$ cat config.mk
export PLATFORM = sky130hd
export DESIGN_NAME = wb_port_arbiter
export DESIGN_NICKNAME = d
export VERILOG_FILES = /design/src/rtl/wb_pkg.sv /design/src/rtl/wb_starve_cnt.sv /design/src/rtl/wb_port_arbiter.sv
export SDC_FILE = /design/constraint.sdc
export NUM_CORES = 1
export LEC_CHECK = 0
export CORE_MARGIN = 1
export CORE_UTILIZATION = 40
export DETAILED_ROUTE_END_ITERATION = 16
export MAX_ROUTING_LAYER = met4
export PLACE_DENSITY = 0.86
export SETUP_SLACK_MARGIN = 0.3
export SYNTH_ARGS = -nofsm -noshare
export SYNTH_HDL_FRONTEND = slang
export SYNTH_HIERARCHICAL = 1
export SYNTH_SLANG_ARGS = --single-unit
$ cat constraint.sdc
create_clock -name clk -period 5 [get_ports clk]
set_input_delay 1 -clock clk [delete_from_list [all_inputs] [get_ports clk]]
set_output_delay 1 -clock clk [all_outputs]
set_load 0.02 [all_outputs]
$ cat src/rtl/wb_pkg.sv
// Shared types and constants for the writeback port arbiter.
// XZR address, grant encoding and starve counter width.
package wb_pkg;

  localparam logic [4:0] XZR_ADDR = 5'd31;
  localparam int         STARVE_W = 4;

  typedef enum logic [1:0] {
    GNT_NONE,
    GNT_A,
    GNT_B
  } grant_t;

endpackage

$ cat src/rtl/wb_starve_cnt.sv
// Saturating starvation counter; clr beats inc, sat when cnt == LIMIT.
// Ports: clk, rst (async active-low), inc, clr, sat.
module wb_starve_cnt
  import wb_pkg::*;
#(
  parameter int LIMIT = 3,
  parameter int W     = STARVE_W
) (
  input  logic clk,
  input  logic rst,
  input  logic inc,
  input  logic clr,
  output logic sat
);

  logic [W-1:0] cnt;

  assign sat = (cnt == W'(LIMIT));

  always_ff @(posedge clk or negedge rst) begin
    if (!rst) begin
      cnt <= '0;
    end else if (clr) begin
      cnt <= '0;
    end else if (inc && !sat) begin
      cnt <= cnt + W'(1);
    end
  end

endmodule

$ cat src/rtl/wb_port_arbiter.sv
// Regfile write-port arbiter: B (load) has priority, A forced on starve.
// Ports: clk, rst (async active-low), a_*/b_* valid/ready requests,
// registered wr_en/wr_addr/wr_data, stall_a to hazard unit.
// Define WB_BYPASS_EN to add combinational fwd_valid/fwd_addr/fwd_data.
module wb_port_arbiter
  import wb_pkg::*;
#(
  parameter int DW         = 64,
  parameter int AW         = 5,
  parameter int STARVE_MAX = 3
) (
  input  logic          clk,
  input  logic          rst,
  input  logic          a_valid,
  input  logic [AW-1:0] a_addr,
  input  logic [DW-1:0] a_data,
  output logic          a_ready,
  input  logic          b_valid,
  input  logic [AW-1:0] b_addr,
  input  logic [DW-1:0] b_data,
  output logic          b_ready,
  output logic          wr_en,
  output logic [AW-1:0] wr_addr,
  output logic [DW-1:0] wr_data,
`ifdef WB_BYPASS_EN
  output logic          fwd_valid,
  output logic [AW-1:0] fwd_addr,
  output logic [DW-1:0] fwd_data,
`endif
  output logic          stall_a
);

  localparam logic [AW-1:0] ZR = AW'(XZR_ADDR);

  grant_t        gnt_d;
  grant_t        gnt_q;
  logic          sat;
  logic          xfer;
  logic          wr_en_d;
  logic          wr_en_q;
  logic [AW-1:0] sel_addr;
  logic [DW-1:0] sel_data;

  wb_starve_cnt #(
    .LIMIT (STARVE_MAX),
    .W     (STARVE_W)
  ) u_starve (
    .clk (clk),
    .rst (rst),
    .inc (a_valid & ~a_ready),
    .clr (~a_valid | a_ready),
    .sat (sat)
  );

  // Grant items are kept mutually exclusive; readies stay low in reset.
  always_comb begin
    gnt_d    = GNT_NONE;
    sel_addr = '0;
    sel_data = '0;
    if (rst) begin
      unique case (1'b1)
        (a_valid && b_valid && sat):   gnt_d = GNT_A;
        (b_valid && !(a_valid && sat)): gnt_d = GNT_B;
        (a_valid && !b_valid):         gnt_d = GNT_A;
        default:                       gnt_d = GNT_NONE;
      endcase
    end
    unique case (gnt_d)
      GNT_A: begin
        sel_addr = a_addr;
        sel_data = a_data;
      end
      GNT_B: begin
        sel_addr = b_addr;
        sel_data = b_data;
      end
      default: ;
    endcase
  end

  assign a_ready = (gnt_d == GNT_A);
  assign b_ready = (gnt_d == GNT_B);
  assign stall_a = a_valid & ~a_ready;
  assign xfer    = (gnt_d != GNT_NONE);
  assign wr_en_d = xfer && (sel_addr != ZR);

`ifdef WB_BYPASS_EN
  assign fwd_valid = wr_en_d;
  assign fwd_addr  = sel_addr;
  assign fwd_data  = sel_data;
`endif

  always_ff @(posedge clk or negedge rst) begin
    if (!rst) begin
      gnt_q   <= GNT_NONE;
      wr_en_q <= 1'b0;
      wr_addr <= '0;
      wr_data <= '0;
    end else begin
      gnt_q   <= gnt_d;
      wr_en_q <= wr_en_d;
      if (xfer) begin
        wr_addr <= sel_addr;
        wr_data <= sel_data;
      end
    end
  end

  assign wr_en = wr_en_q & (gnt_q != GNT_NONE);

  // Requesters must hold valid/addr/data until accepted.
  a_hold: assert property (@(posedge clk) disable iff (!rst)
    (a_valid && !a_ready) |=>
      (a_valid && $stable(a_addr) && $stable(a_data)));

  b_hold: assert property (@(posedge clk) disable iff (!rst)
    (b_valid && !b_ready) |=>
      (b_valid && $stable(b_addr) && $stable(b_data)));

  one_gnt: assert property (@(posedge clk)
    !(a_ready && b_ready));

endmodule
### Yosys cells after proc, flatten, opt, wreduce, memory -nomap -nowiden

Index checks and enable logic that the tools add are counted.
Widths: inputs -> output; s select.

| cells by class | value |
|---|---|
| order comparisons | 0 |
| bitwise logic cells | 5 |
| equality and inequality tests | 4 |
| reductions and logical operators | 14 |
| mux-type cells | 6 |
| div/mod/pow operators | 0 |
| shift operators | 0 |
| multiply operators | 0 |
| add/sub/neg operators | 1 |

Operator list:

| operator | count |
|---|---|
| $pmux 64 s2 | 1 |
| $pmux 5 s2 | 1 |
| $mux 4 | 2 |
| $logic_and 1x1->1 | 7 |
| $reduce_bool 2->1 | 3 |
| $ne 5x5->1 const B | 1 |
| $add 4x1->4 const B | 1 |
| $eq 4x2->1 const B | 1 |
| $pmux 2 s2 | 1 |
| $logic_not 1->1 | 3 |
| $and 1x1->1 | 2 |
| $eq 2x1->1 const B | 1 |
| $eq 2x2->1 const B | 1 |
| $mux 2 | 1 |
| $not 1->1 | 2 |
| $reduce_or 2->1 | 1 |
| $or 1x1->1 | 1 |

| word-level totals | value |
|---|---|
| word-level logic and storage cells | 35 |
| output and inout bits | 73 |
| latch bits | 0 |
| ROM bits | 0 |
| memories | 0 |
| flip-flop bits (word level) | 76 |
| memory bits (writable) | 0 |

### Longest topological paths before layout

| logic depth | value |
|---|---|
| depth in word-level cells | 12 |
| mapped depth | 12 |

### Hierarchy

Netlist, hierarchy kept.

By module, submodules not included:

| module | area an instance (um2) | sequential area each (um2) | cells each | instances |
|---|---|---|---|---|
| wb_port_arbiter | 3,241.9 | 1,801.7 | 329 | 1 |
| wb_starve_cnt | 221.5 | 100.1 | 20 | 1 |

### Worst setup path after synthesis

OpenSTA, ideal clock, no wires.

| timing path | value |
|---|---|
| kind | input-to-output |
| from | input port b_valid |
| to | output port stall_a |
| stages on the path | 8 |
| data required time | 4.000 ns |
| buffers on the path | 2 |
| path slack | 1.600 ns |
| arrival | 2.400 ns |
| path through | inv_1 o211ai_1 inv_1 ha_1 buf_2 buf_2 nand2b_1 inv_1 |

| on the way | value |
|---|---|
| cells in the longest elaborated chain, start to end | 8 |
| elaborated cells between the ends (all ways) | 11 |
| those cells by class | eq/ne: 1; mux: 2; bitwise: 2; reduce/logical: 6 |

RTL lines:

| element | RTL line | RTL |
|---|---|---|
| start, declared | wb_port_arbiter.sv:18 | `input logic b_valid,` |
| $logic_and 1x1->1 or $logic_not 1->1 (tied branches) | wb_port_arbiter.sv:62, wb_port_arbiter.sv:64 |  |
| $logic_and 1x1->1 (on tied branches) | wb_port_arbiter.sv:62, wb_port_arbiter.sv:64 |  |
| $reduce_or 2->1 (no line) | -- |  |
| $pmux 2 s2 * | wb_port_arbiter.sv:61 | `unique case (1'b1)` |
| $mux 2 * | wb_port_arbiter.sv:60 | `if (rst) begin` |
| net gnt_d[0] | wb_port_arbiter.sv:35 | `grant_t gnt_d;` |
| $eq 2x1->1 * | wb_port_arbiter.sv:81 | `assign a_ready = (gnt_d == GNT_A);` |
| net a_ready | wb_port_arbiter.sv:17 | `output logic a_ready,` |
| $not 1->1 * | wb_port_arbiter.sv:83 | `assign stall_a = a_valid & ~a_ready;` |
| $and 1x1->1 * | wb_port_arbiter.sv:83 |  |
| end, declared | wb_port_arbiter.sv:30 | `output logic stall_a` |

The timed path passes the listed nets; every way through them passes the cells marked *.

### Final worst setup path

| timing path | value |
|---|---|
| from | input port b_valid |
| to | output port stall_a |

| on the way | value |
|---|---|
| cells in the longest elaborated chain, start to end | 8 |
| elaborated cells between the ends (all ways) | 11 |
| those cells by class | eq/ne: 1; mux: 2; bitwise: 2; reduce/logical: 6 |

RTL lines:

| element | RTL line |
|---|---|
| $logic_and 1x1->1 or $logic_not 1->1 (tied branches) | wb_port_arbiter.sv:62, wb_port_arbiter.sv:64 |
| $logic_and 1x1->1 (on tied branches) | wb_port_arbiter.sv:62, wb_port_arbiter.sv:64 |
| $reduce_or 2->1 (no line) | -- |
| $pmux 2 s2 * | wb_port_arbiter.sv:61 |
| $mux 2 * | wb_port_arbiter.sv:60 |
| net gnt_d[0] | wb_port_arbiter.sv:35 |
| $eq 2x1->1 * | wb_port_arbiter.sv:81 |
| $not 1->1 * | wb_port_arbiter.sv:83 |
| $and 1x1->1 * | wb_port_arbiter.sv:83 |

Marks and branches as above.

==> run metrics <==
Final Net Count 693; Yosys warnings 6; status finished, final reports clean; Critical Path End Type output port; CTS Buf Count 9; final worst clock skew 0.00640 ns; total grt overflow 0; drt pass-1 iters 4; most common cell after layout, fill and taps aside clkdlybuf4s50_1; RePlAce Congestion 0.796; WL/cell 15.8 um; antenna violations before repair 0; Detailed Route Iter0 Violations roughly 130; top sig layer met4; Post-DRT Antenna Nets 0; # setup viols final 0; part of the cycle the worst path needs between 80% and 90%; LEAKAGE ~2.3 nW; Worst-Margin Slew 0.844 ns; CP required 4.00 ns; max incr delay on CP around 0.64 ns; Setup TNS Final 0 ns; CTS Hold Bufs 0; Post-CTS Setup Inserts 0; Clk Latency, worst-skew pair 0.34 ns; largest fanout on the critical path 7; Fmax achieved 237 MHz; H-tree lvl count 3; Final Max Tran Viols 0; Core ar. 8300 um2; Yosys reg bits 76; nature of the critical path startpoint primary input; syn avg cell area 9.92 um2; area added between synthesis and finish 67.3%; Final Critical Period 4.23 ns; clk buf depth 2; pin count of the biggest net entering global routing 72; Die Y 95.1 um; Final Hold Vio Count 0; fillcell total 643; via density per instance 5.22; WL met2 5340 um; Post-Route WL around 10,000 um; worst path arrival time roughly 3.2 ns; CTS tree built; layout cells sized above 1 5.07%; unrepaired setup endpoints after global routing no; initial cell density of the core 41.7%; most used cell, CP inv_1; critical path class primary input to output port; post-DP HPWL 7490 um; Post-Syn Nets 495; post-cts resize count 0; Reg clk slew, reported paths ~0.070 ns; Buf/Inv on CP 5; Critical Path, Cell by Cell clkdlybuf4s50_1 > inv_1 > o211ai_1 > inv_1 > ha_2 > nand2b_1 > inv_1 > clkdlybuf4s50_1; Met1 Wirelength 4120 um; Crit-path slowest cell clkdlybuf4s50_1; via count between 3,000 and 4,000; worst relative slew slack 43.8%; clk sinks 76; commonest non-fill, non-tap cells in the layout clkdlybuf4s50_1, dfrtp_1, nand2_1; final hold slack 0.480 ns; register area share after synthesis 54.9%; die width 95.1 um; I/O pin cnt 215; gr usage total 23.3%; IO buf count 214; synthesized instance count 349; vias in the first global route 3,284; Antenna diodes 0; full die area 9030 um2; Distinct cells, synth 31; Netlist Area Pre-Place 3460 um2; # DRC 0; global-route wire length before repair 15,600 um; Worst Hold Class primary input to asynchronous set/reset pin; Worst IR Drop VDD 152 uV; Power Density roughly 250 nW/um2; max-cap viol count 0; wire length on met3 887 um; Cell Rows 33; Crit path max-delay family buffers and inverters; root buffer cell clkbuf_8
## logic make-up after synthesis
group | count (synthesis) | synth area share (%)
compound gates | 145 | 26.5
xor+xnor | 1 | 0.253
fa+ha+maj | 4 | 1.45
buf+inv | 35 | 5.60
flops | 76 | 54.9
mux | 2 | 0.722
simple gates | 86 | 10.6
## synth_stat cells (all sizes together)
cell	number	area share [%]
dfrtp	76	55
nand2	73	7.9
o21ai	69	10
a22oi	68	15
buf	22	4.2
clkbuf	9	0.98
ha	4	1.4
inv	4	0.43
nand2b	4	0.94
a22o	3	0.76
a21oi	2	0.29
nor2	2	0.22
nor2b	2	0.43
a32o	1	0.29
mux2	1	0.43
mux2i	1	0.29
nand3	1	0.14
nand4	1	0.18
nand4b	1	0.25
nor3	1	0.14
nor3b	1	0.36
o211ai	1	0.22
o21a	1	0.22
xor2	1	0.25
## path summary, 6_finish.rpt
check                                 from          end  slack, ns  depth (start not counted)
setup / recovery                   b_valid      stall_a       0.77                          8
hold / removal                         rst   wr_data[9]       0.48                          1
setup reg to reg           u_starve/cnt[0]      wr_en_q       2.21                          9
hold reg to reg                 wr_addr[4]   wr_addr[4]       0.49                          2
max in group asynchronous              rst  wr_data[50]       3.49                          2
min in group clk                wr_addr[4]   wr_addr[4]       0.49                          2
## report_power, final
part	leakage [nW]	internal [mW]	switching, mW	total [mW]
registers	1.05	0.644	0.0164	0.661
logic	1.15	0.182	0.147	0.329
clock network	0.0983	0.243	0.217	0.460
total	2.29	1.07	0.381	1.45
## flip-flops by register name, summed over array words and instances, names as in the netlist
signal	cells
wr_addr	5
gnt_q	2
wr_en_q	1
wr_data	64
u_starve/cnt	4
## metrics by stage
step | cell area [um2] | util (%) | power (mW) | worst slack [ns] | std cells
finish | 5790 | 69.8 | 1.45 | 0.774 | 657
global route | 5790 | 69.8 | 1.52 | 0.634 | 657
floorplan | 3460 | - | 0.802 | 1.60 | 349
global placement | 5590 | 67.4 | 0.996 | 0.908 | 641
detailed placement | 5590 | 67.4 | 1.00 | 0.792 | 641
CTS | 5790 | 69.8 | 1.47 | 0.791 | 657
## final cells by class
cell class / instances / area (um2) / area share (%)
timing repair buffer: 218 / 2170 / 37.4
sequential: 76 / 1900 / 32.8
multi-input combinational: 238 / 1380 / 23.7
clock buffer: 10 / 138 / 2.38
tap: 105 / 131 / 2.27
clock inverter: 6 / 63.8 / 1.10
inverter: 4 / 15.0 / 0.259
## routing by layer
layer  vias to the layer above  track usage [%]
met2                       140             40.3
met3                         8             5.26
met5                         -                -
met1                      1633             26.9
met4                         0             7.20
li1                       1649                -
Note: power is estimated with default switching activity, not from simulation.
